**config.mk**
```make
export PLATFORM = sky130hd
export DESIGN_NAME = counter_ctrl
export DESIGN_NICKNAME = d
export VERILOG_FILES = /design/src/rtl/counter_pkg.sv /design/src/rtl/counter_ctrl.sv
export SDC_FILE = /design/constraint.sdc
export NUM_CORES = 1
export LEC_CHECK = 0
export CAP_MARGIN = 20
export CORE_ASPECT_RATIO = 2
export CORE_MARGIN = 2
export CORE_UTILIZATION = 49
export DETAILED_ROUTE_END_ITERATION = 8
export PLACE_DENSITY = 0.81
export RECOVER_POWER = 50
export SLEW_MARGIN = 20
export SYNTH_ARGS = -nofsm -noshare
export SYNTH_HDL_FRONTEND = slang
export SYNTH_SLANG_ARGS = --single-unit
```
**constraint.sdc**
```tcl
create_clock -name clk -period 2.7 [get_ports clk]
set_clock_uncertainty 0.2 [all_clocks]
set_input_delay 0.405 -clock clk [delete_from_list [all_inputs] [get_ports clk]]
set_output_delay 0.405 -clock clk [all_outputs]
set_load 0.005 [all_outputs]
```
**src/rtl/counter_pkg.sv**
```systemverilog
// Shared encodings for the interval-counter control stage and the counter itself:
// FSM state codes, register word addresses and CTRL/STATUS bit positions.
package counter_pkg;

    typedef enum logic [7:0] {
        ST_RESET = 8'd0,
        ST_RUN   = 8'd1,
        ST_HALT  = 8'd2
    } cnt_state_e;

    localparam logic [7:0] REG_CTRL     = 8'd0;
    localparam logic [7:0] REG_INTERVAL = 8'd1;
    localparam logic [7:0] REG_LIMIT    = 8'd2;
    localparam logic [7:0] REG_STATUS   = 8'd3;
    localparam logic [7:0] REG_IRQ_EN   = 8'd4;

    localparam int CTRL_START     = 0;
    localparam int CTRL_HALT      = 1;
    localparam int CTRL_RESET_CMD = 2;
    localparam int CTRL_CLR_DONE  = 3;

    localparam int STAT_DONE   = 8;
    localparam int STAT_CFGERR = 9;
    localparam int STAT_IRQEN  = 10;

    function automatic logic [31:0] status_word(input logic [7:0] st, input logic done,
                                                input logic err, input logic en);
        return {21'd0, en, err, done, st};
    endfunction

endpackage

```
**src/rtl/counter_ctrl.sv**
```systemverilog
// Register-mapped control stage for the interval counter: host write/read
// channels, RESET/RUN/HALT FSM and the optional auto-halt on a count limit.
module counter_ctrl
    import counter_pkg::*;
#(
    parameter int ADDR_W = 3
) (
    input  logic              clk,
    input  logic              resetn,
    input  logic              wr_valid,
    output logic              wr_ready,
    input  logic [ADDR_W-1:0] wr_addr,
    input  logic [31:0]       wr_data,
    input  logic              rd_req_valid,
    output logic              rd_req_ready,
    input  logic [ADDR_W-1:0] rd_addr,
    output logic              rd_resp_valid,
    input  logic              rd_resp_ready,
    output logic [31:0]       rd_data,
    input  logic [31:0]       counter_value,
    output logic [7:0]        state,
    output logic [31:0]       interval,
    output logic              irq
);

    cnt_state_e  state_r, state_next_s;
    logic        first_run_r;
    logic [31:0] interval_r, limit_r, rd_data_r, rd_mux_s;
    logic        irq_en_r, done_r, cfg_err_r, wr_ready_r, rd_resp_valid_r, irq_r;
    logic        irq_en_next_s, done_next_s, cfg_err_next_s, irq_next_s;
    logic        wr_acc_s, rd_acc_s, ctrl_wr_s, cfg_wr_s, auto_cond_s, auto_halt_s;
    logic        cmd_rst_s, cmd_halt_s, cmd_start_s, cmd_clr_s;

    assign wr_acc_s     = wr_valid & wr_ready_r;
    assign rd_req_ready = ~rd_resp_valid_r | rd_resp_ready;
    assign rd_acc_s     = rd_req_valid & rd_req_ready;

    // Only the highest-priority command bit of a CTRL write takes effect.
    assign ctrl_wr_s   = wr_acc_s && (wr_addr == REG_CTRL[ADDR_W-1:0]);
    assign cmd_rst_s   = ctrl_wr_s & wr_data[CTRL_RESET_CMD];
    assign cmd_halt_s  = ctrl_wr_s & ~wr_data[CTRL_RESET_CMD] & wr_data[CTRL_HALT];
    assign cmd_start_s = ctrl_wr_s & ~wr_data[CTRL_RESET_CMD] & ~wr_data[CTRL_HALT]
                         & wr_data[CTRL_START];
    assign cmd_clr_s   = ctrl_wr_s & wr_data[CTRL_CLR_DONE];
    assign cfg_wr_s    = wr_acc_s && ((wr_addr == REG_INTERVAL[ADDR_W-1:0]) ||
                                      (wr_addr == REG_LIMIT[ADDR_W-1:0]));

    // counter_value is stale in the first RUN cycle after RESET, so skip that cycle.
    assign auto_cond_s = (state_r == ST_RUN) && !first_run_r && (limit_r != 32'd0) &&
                         (counter_value >= limit_r);

    // FSM state register, plus the first-RUN-cycle marker.
    always_ff @(posedge clk or negedge resetn) begin
        if (!resetn) begin
            state_r     <= ST_RESET;
            first_run_r <= 1'b0;
        end else begin
            state_r     <= state_next_s;
            first_run_r <= (state_r == ST_RESET) && (state_next_s == ST_RUN);
        end
    end

    // Next-state logic: CTRL transitions win over auto-halt.
    always_comb begin
        state_next_s = state_r;
        auto_halt_s  = 1'b0;
        case (state_r)
            ST_RESET, ST_RUN, ST_HALT: begin
                if (cmd_rst_s) begin
                    state_next_s = ST_RESET;
                end else if (cmd_halt_s && (state_r == ST_RUN)) begin
                    state_next_s = ST_HALT;
                end else if (cmd_start_s && (state_r != ST_RUN)) begin
                    state_next_s = ST_RUN;
                end else if (auto_cond_s) begin
                    state_next_s = ST_HALT;
                    auto_halt_s  = 1'b1;
                end else begin
                    state_next_s = state_r;
                end
            end
            default: state_next_s = ST_RESET;
        endcase
    end

    // Next values of the sticky flags and irq; an auto-halt set beats clear_done.
    always_comb begin
        irq_en_next_s  = irq_en_r;
        done_next_s    = done_r;
        cfg_err_next_s = cfg_err_r;
        if (wr_acc_s && (wr_addr == REG_IRQ_EN[ADDR_W-1:0])) begin
            irq_en_next_s = wr_data[0];
        end else begin
            irq_en_next_s = irq_en_r;
        end
        if (cmd_rst_s) begin
            done_next_s = 1'b0;
        end else if (auto_halt_s) begin
            done_next_s = 1'b1;
        end else if (cmd_clr_s) begin
            done_next_s = 1'b0;
        end else begin
            done_next_s = done_r;
        end
        if (cmd_rst_s) begin
            cfg_err_next_s = 1'b0;
        end else if (cfg_wr_s && (state_r == ST_RUN)) begin
            cfg_err_next_s = 1'b1;
        end else begin
            cfg_err_next_s = cfg_err_r;
        end
        irq_next_s = done_next_s & irq_en_next_s;
    end

    // Configuration registers, flags and the write-channel throttle.
    always_ff @(posedge clk or negedge resetn) begin
        if (!resetn) begin
            interval_r <= 32'd0;
            limit_r    <= 32'd0;
            irq_en_r   <= 1'b0;
            done_r     <= 1'b0;
            cfg_err_r  <= 1'b0;
            irq_r      <= 1'b0;
            wr_ready_r <= 1'b1;
        end else begin
            if (wr_acc_s && (state_r != ST_RUN) && (wr_addr == REG_INTERVAL[ADDR_W-1:0])) begin
                interval_r <= wr_data;
            end
            if (wr_acc_s && (state_r != ST_RUN) && (wr_addr == REG_LIMIT[ADDR_W-1:0])) begin
                limit_r <= wr_data;
            end
            irq_en_r   <= irq_en_next_s;
            done_r     <= done_next_s;
            cfg_err_r  <= cfg_err_next_s;
            irq_r      <= irq_next_s;
            wr_ready_r <= ~wr_acc_s;
        end
    end

    // Read mux over the register map; CTRL and unmapped addresses read as zero.
    always_comb begin
        rd_mux_s = 32'd0;
        case (rd_addr)
            REG_INTERVAL[ADDR_W-1:0]: rd_mux_s = interval_r;
            REG_LIMIT[ADDR_W-1:0]:    rd_mux_s = limit_r;
            REG_STATUS[ADDR_W-1:0]:   rd_mux_s = status_word(state_r, done_r, cfg_err_r, irq_en_r);
            REG_IRQ_EN[ADDR_W-1:0]:   rd_mux_s = {31'd0, irq_en_r};
            default:                  rd_mux_s = 32'd0;
        endcase
    end

    // Read response register: captured on accept, held until the host takes it.
    always_ff @(posedge clk or negedge resetn) begin
        if (!resetn) begin
            rd_data_r       <= 32'd0;
            rd_resp_valid_r <= 1'b0;
        end else if (rd_acc_s) begin
            rd_data_r       <= rd_mux_s;
            rd_resp_valid_r <= 1'b1;
        end else if (rd_resp_ready) begin
            rd_resp_valid_r <= 1'b0;
        end
    end

    assign state         = state_r;
    assign interval      = interval_r;
    assign irq           = irq_r;
    assign wr_ready      = wr_ready_r;
    assign rd_resp_valid = rd_resp_valid_r;
    assign rd_data       = rd_data_r;

endmodule

```
==> metrics.txt, run 1 <==
outcome complete, no violations; first-pass GRT wire length 24900 um; clock tree root buffer cell clkbuf_16; min-delay worst type reg -> reg; gpl congestion 0.929; flop and latch count out of synthesis 111; Worst VDD drop 0.000380 V; most frequent cell after synthesis dfrtp_1; Setup Viol. Count Final 0; largest family of logic cells by synthesized area compound AO/OA/AOI/OAI gates; Cell variety after synth 47; Mapped Area 5470 sq um; post-synthesis simple-gate area fraction 12.2%; Bufs on Longest Clock Path 2; async set or reset register ratio after synthesis 100%; Critical R2R Capture irq$_DFF_PN0_; CTS clk-pin slew, worst paths 0.07 ns; post-synthesis mux area share 9.93%; Initial Util 50.3%; Max-cap violations 0; register area share after synthesis 50.8%; row cnt 54; IO Port Bufs 150; die area 12100 sq um; adder-cell share of the synthesized area 7.32%; DR iter-0 viols 344; Levels on crit path 8; r2r setup slk 0.17 ns; Syn Area/Cell 10.7 sq um; RSZ-0062 raised after global routing no; I/O Pins 151; DIE WIDTH 78.7 um; initial antenna violation count 1; Buf/Inv on CP 1; Slowest-stage cell, CP a311o_1; leak pwr 3.31 nW; Slew @ Worst Pin 0.932 ns; Synth area leader dfrtp_1; Via density 5.69; post-synthesis xor/xnor area fraction 0.160%; crit path time final 2.55 ns; crit-path cells clkdlybuf4s50_1 > ha_1 > a21o_1 > a221oi_1 > o21ai_1 > a311o_1 > a22oi_2 > o21ai_0; fraction of layout cells with a size suffix above 1 12.4%; RR Startpoint limit_r[6]$_DFFE_PN0P_; maximum clock rate 393 MHz; Critical Path AT 2.56 ns; post-CTS setup repair buffer count 0; post-synthesis compound-gate area fraction 14.7%; DRT antenna net count 0; crit end category flop; vias in the first global route 4875; core area 10900 sq um; post-route setup slack 0.154 ns; Pwr Density 647 nW/um^2; CP Capture Point irq$_DFF_PN0_; Rel. slew slack 37.9%; DRC errors left 0; EDFF count, synth 0; crit start category primary input; Die Y 153 um; Nets 778; largest net degree at the start of global routing 69; Clock Latency Late Sink 0.35 ns; via count 4646; crit share post-route 94.3%; TritonCTS clock tree built; Max FO, Critical Path 4; cell area after layout 7470 sq um; Final HPWL DP 12200 um; H-tree levels 3; R2R depth 8; WL final 15800 um; Placed Instance Area 7170 sq um; Tot GR Track Use 27.0%; CP max stage delay 0.42 ns; Final Hold Viols 0; crit path from counter_value[5]; kind of cell adding the most delay to the critical path compound AO/OA/AOI/OAI gates; drt pass-1 iters 5; area grow syn2layout 36.7%; Synth Flop Type dfrtp_1; Synth top cells by count dfrtp_1, nand2_1, o21ai_0, inv_1, mux2_2; Yosys warnings 0; grt total ovfl 0; Cells after Synth 512; CTS buffer count 9; post-synth top area share 50.3%; Setup WS pre-CTS -0.256 ns; Area contributors post-synth dfrtp_1, ha_1, mux2_2, o21ai_0, nand2_1; Worst Path Required 2.72 ns; min-delay src rd_data[11]$_DFFE_PN0P_; overall power 4.83 mW; max-slew violations 0; clock sink count 111; critical path type in -> reg; WL/cell 19.4 um
## area by class of cell
| cell class | count | area, sq um |
|---|---|---|
| Clock buffer | 11 | 243 |
| Fill cell | 828 | 3400 |
| Timing Repair Buffer | 168 | 1630 |
| Antenna cell | 1 | 2.50 |
| Clock inverter | 5 | 63.8 |
| Sequential cell | 111 | 2780 |
| Tap cell | 140 | 175 |
| Inverter | 34 | 128 |
| Multi-Input combinational cell | 347 | 2450 |
## placed cells by master, fill, tap and decap left out, drive strengths merged, types with 2 or more instances in the layout
cell           synthesis  layout
a211oi                 3       3
a21o                   5       5
a21oi                 15      15
a221oi                 2       2
a22oi                 32      32
buf                   10      15
clkbuf                15      14
clkdlybuf4s50          0     114
conb                   1       6
dfrtp                110     110
dlygate4sd3            0      36
ha                    32      32
inv                   34      36
mux2                  44      44
nand2                 73      73
nand2b                 4       4
nand3                  7       7
nand3b                 3       3
nand4                  8       8
nor2                   9       9
nor2b                  2       2
nor3                   2       2
nor3b                  2       2
nor4                  10      10
nor4b                  3       3
o21ai                 71      71
or3                    2       2
## worst min-delay path: cells and delay by family, from the launching register on
family / cells / cell delay (ns)
AND/OR/NAND/NOR: 1 / 0.05
AO/OA/AOI/OAI: 1 / 0.06
flip-flops: 1 / 0.34
## state kept, by name, indices dropped and copies added, names as in the netlist
register / count
interval: 32
limit_r: 32
rd_data: 32
state: 8
cfg_err_r: 1
done_r: 1
first_run_r: 1
irq: 1
irq_en_r: 1
rd_resp_valid: 1
wr_ready: 1
## stage by stage
stage | utilization, % | instances | TNS [ns] | hold slack (ns)
final | 68.7 | 817 | 0 | 0.278
after global routing | 68.7 | 817 | 0 | 0.304
after CTS | 68.9 | 816 | 0 | 0.244
after detailed placement | 66.0 | 799 | -0.986 | 0.0600
after global placement | 66.0 | 799 | -0.533 | 0.0566
after floorplan | - | 517 | 0 | -0.0906
## report_power, final
group | internal, mW | switching, mW | total [mW] | leakage [nW]
clock | 0.754 | 0.607 | 1.36 | 0.147
sequential | 1.94 | 0.258 | 2.20 | 1.40
combinational | 0.722 | 0.549 | 1.27 | 1.77
total | 3.42 | 1.41 | 4.83 | 3.31
## how the worst min path moves through the flow
| stage | cells past startpoint | slack (ns) | end |
|---|---|---|---|
| after floorplan | 0 | -0.09 | cfg_err_r$_DFFE_PN0P_ |
| after global placement | 1 | 0.06 | interval[18]$_DFFE_PN0P_ |
| after detailed placement | 1 | 0.06 | interval[19]$_DFFE_PN0P_ |
| after CTS | 2 | 0.24 | interval[19]$_DFFE_PN0P_ |
| after global routing | 2 | 0.30 | rd_data[8]$_DFFE_PN0P_ |
| final | 2 | 0.28 | rd_data[11]$_DFFE_PN0P_ |
## cell families after synthesis
| group | count (synthesis) |
|---|---|
| compound gates | 134 |
| xor+xnor | 1 |
| fa+ha+maj | 32 |
| buf+inv | 59 |
| flops | 111 |
| mux | 45 |
| other cells | 1 |
| simple gates | 129 |
## timing repair
action,in CTS,in global routing
endpoints found under the setup margin,0,3
hold buffers,1,0
gates resized for setup,0,1
hold endpoints to repair,11,0
## layer usage
layer	track usage [%]	up-vias	wire [um]	part of all wire, %
li1	-	2130	-	-
met1	29.2	2305	5560	35
met2	50.7	174	9010	57
met3	3.07	37	637	4.0
met4	12.9	0	637	4.0
met5	0	-	0	0
No activity file was read; power rests on OpenSTA's default activity.
==> inputs of run 2 (changes only) <==
Settings changed: CORE_UTILIZATION 49 to 55, DONT_BUFFER_PORTS set to 1, PLACE_DENSITY 0.81 to 0.7.
==> run 2 against run 1 <==
Against the previous run:
- the run now ends with negative hold slack left
- wire length down 5.9%
- sequential share of layout area up 6.5 points
- sequential cell count unchanged
- non-clock buffer count down 110
- maximum frequency up 1.8%
- total power down 10%
- register-to-register slack better by 0.03 ns
- worst hold slack worse by 0.74 ns
- via count down 9.3%
- cell area down 15%
- critical path depth unchanged
- final cell count down 15%
- largest cell class unchanged
- highest routed layer unchanged
==> metrics.txt, run 2 (synthesized netlist as in run 1, its figures left out) <==
outcome finished, violations left; failing checks negative hold slack; Finished Layout Cells 698 (-15%); crit end category flop; RSZ-0062 raised after global routing no; die area 10800 sq um (-11%); Bufs on Longest Clock Path 2 (unchanged); Critical Path AT 2.51 ns (-0.05 ns); grt total ovfl 0 (unchanged); Final HPWL DP 10700 um (-13%); Max FO, Critical Path 4 (unchanged); Initial Util 56.4% (+6.1 points); vias in the first global route 4401 (-9.7%); row cnt 51 (-5.6%); largest net degree at the start of global routing 112 (+62%); Final Hold Viols 111 (+111); post-CTS resize count 0 (unchanged); DR iter-0 viols 337 (-2.0%); Setup WS pre-CTS 0.232 ns (+0.487 ns); M1 WL 5190 um (-6.6%); IO Port Bufs 0 (-100%); Ant. Diodes 0 (-1); Slew @ Worst Pin 0.528 ns (-0.403 ns); commonest non-fill, non-tap cell in the layout dfrtp_1; via count 4213 (-9.3%); met2 WL 8330 um (-7.5%); Storage cell area 2780 sq um (unchanged); Nets 668 (-14%); crit share post-route 92.6% (-1.7 points); CTS clk-pin slew, worst paths 0.08 ns (about the same); gpl congestion 0.888 (-4.4%); min-delay worst type in -> async; final hold slack -0.461 ns (-0.739 ns); max layer used met4; WL final 14900 um (-5.9%); leak pwr 2.81 nW (-15%); critical path type reg -> reg; crit start category flop; Worst VDD drop 0.000472 V (+24%); Worst Path Required 2.71 ns (about the same); Clock Latency Late Sink 0.35 ns (about the same); area grow syn2layout 16.4%; core area 9700 sq um (-11%); max-slew violations 0 (unchanged); crit path time final 2.50 ns (-0.0461 ns); fraction of layout cells with a size suffix above 1 13.6% (+1.2 points); clock tree root buffer cell clkbuf_16; initial antenna violation count 0 (-1); Hold-fix buffers, CTS 33 (+32); I/O Pins 151 (unchanged); H-tree levels 3 (unchanged); drt pass-1 iters 4 (-1); # placed instances 634 (-21%); post-CTS setup repair buffer count 0 (unchanged); Via density 6.04 (+6.1%); first-pass GRT wire length 23100 um (-7.1%); maximum clock rate 400 MHz (+1.8%); fill count 785 (-5.2%); DIE WIDTH 74.5 um (-5.3%); Die Y 145 um (-5.5%); Rel. slew slack 64.8% (+27 points); CTS buffer count 9 (unchanged); setup_tns 0 ns (unchanged); Pwr Density 680 nW/um^2 (+5.2%); Tot GR Track Use 28.5% (+1.5 points); clock sink count 111 (unchanged); most frequent cells in the layout dfrtp_1, nand2_1, o21ai_0; TritonCTS clock tree built; DRC errors left 0 (unchanged); Max-cap violations 0 (unchanged); DRT antenna net count 0 (unchanged); metal3 WL 869 um (+36%); multi-input logic area 2450 sq um (unchanged); Setup Viol. Count Final 0 (unchanged); WL/cell 21.4 um (+10%); post-route setup slack 0.200 ns (+0.0461 ns)
run 2: worst paths after layout:
path | startpoint | to | slack (ns) | depth (start not counted)
max in group asynchronous | resetn | wr_ready$_DFF_PN1_ | 2.53 | 0
min | resetn | rd_data[12]$_DFFE_PN0P_ | -0.46 | 0
min reg2reg | rd_data[3]$_DFFE_PN0P_ | rd_data[3]$_DFFE_PN0P_ | 0.31 | 2
max | limit_r[31]$_DFFE_PN0P_ | irq$_DFF_PN0_ | 0.20 | 8
min in group clk | wr_data[0] | interval[0]$_DFFE_PN0P_ | 0 | 1
max reg2reg | limit_r[31]$_DFFE_PN0P_ | irq$_DFF_PN0_ | 0.20 | 8
run 2: stage by stage:
stage | total power [mW] | hold WS [ns] | cell area [sq um] | util [%]
2_1_floorplan | 2.75 | -0.0906 | 5490 | -
4_1_cts | 4.32 | -0.461 | 6210 | 64.1
5_1_grt | 4.57 | -0.475 | 6360 | 65.6
6_report | 4.33 | -0.461 | 6360 | 65.6
3_5_place_dp | 3.01 | -0.0876 | 5600 | 57.7
3_3_place_gp | 2.97 | -0.0876 | 5600 | 57.7
run 2: per-layer routing:
layer	global-route usage (%)	up-vias
met4	11.5	0
met3	6.39	35
met5	0	-
li1	-	1926
met2	50.5	179
met1	31.6	2073
run 2: area by class of cell:
cell class	instances	area share, %
clock buffers	10	3.75
clock inverters	6	0.708
inverters	34	2.01
multi-input cells	347	38.5
flip-flops and latches	111	43.7
well taps	132	2.59
repair buffers	58	8.73
run 2: power breakdown:
part           internal [mW]  switching [mW]  total [mW]
Combinational          0.424           0.392       0.816
Sequential              1.94           0.289        2.23
Clock                  0.657           0.622        1.28
run 2: critical path, stage by stage (launching register included):
cell,delay (ns)
dfrtp_1,0.40
inv_1,0.09
ha_1,0.33
nand4_1,0.18
nor3_1,0.10
a221o_1,0.32
or3_1,0.34
a22oi_2,0.24
o21ai_0,0.16
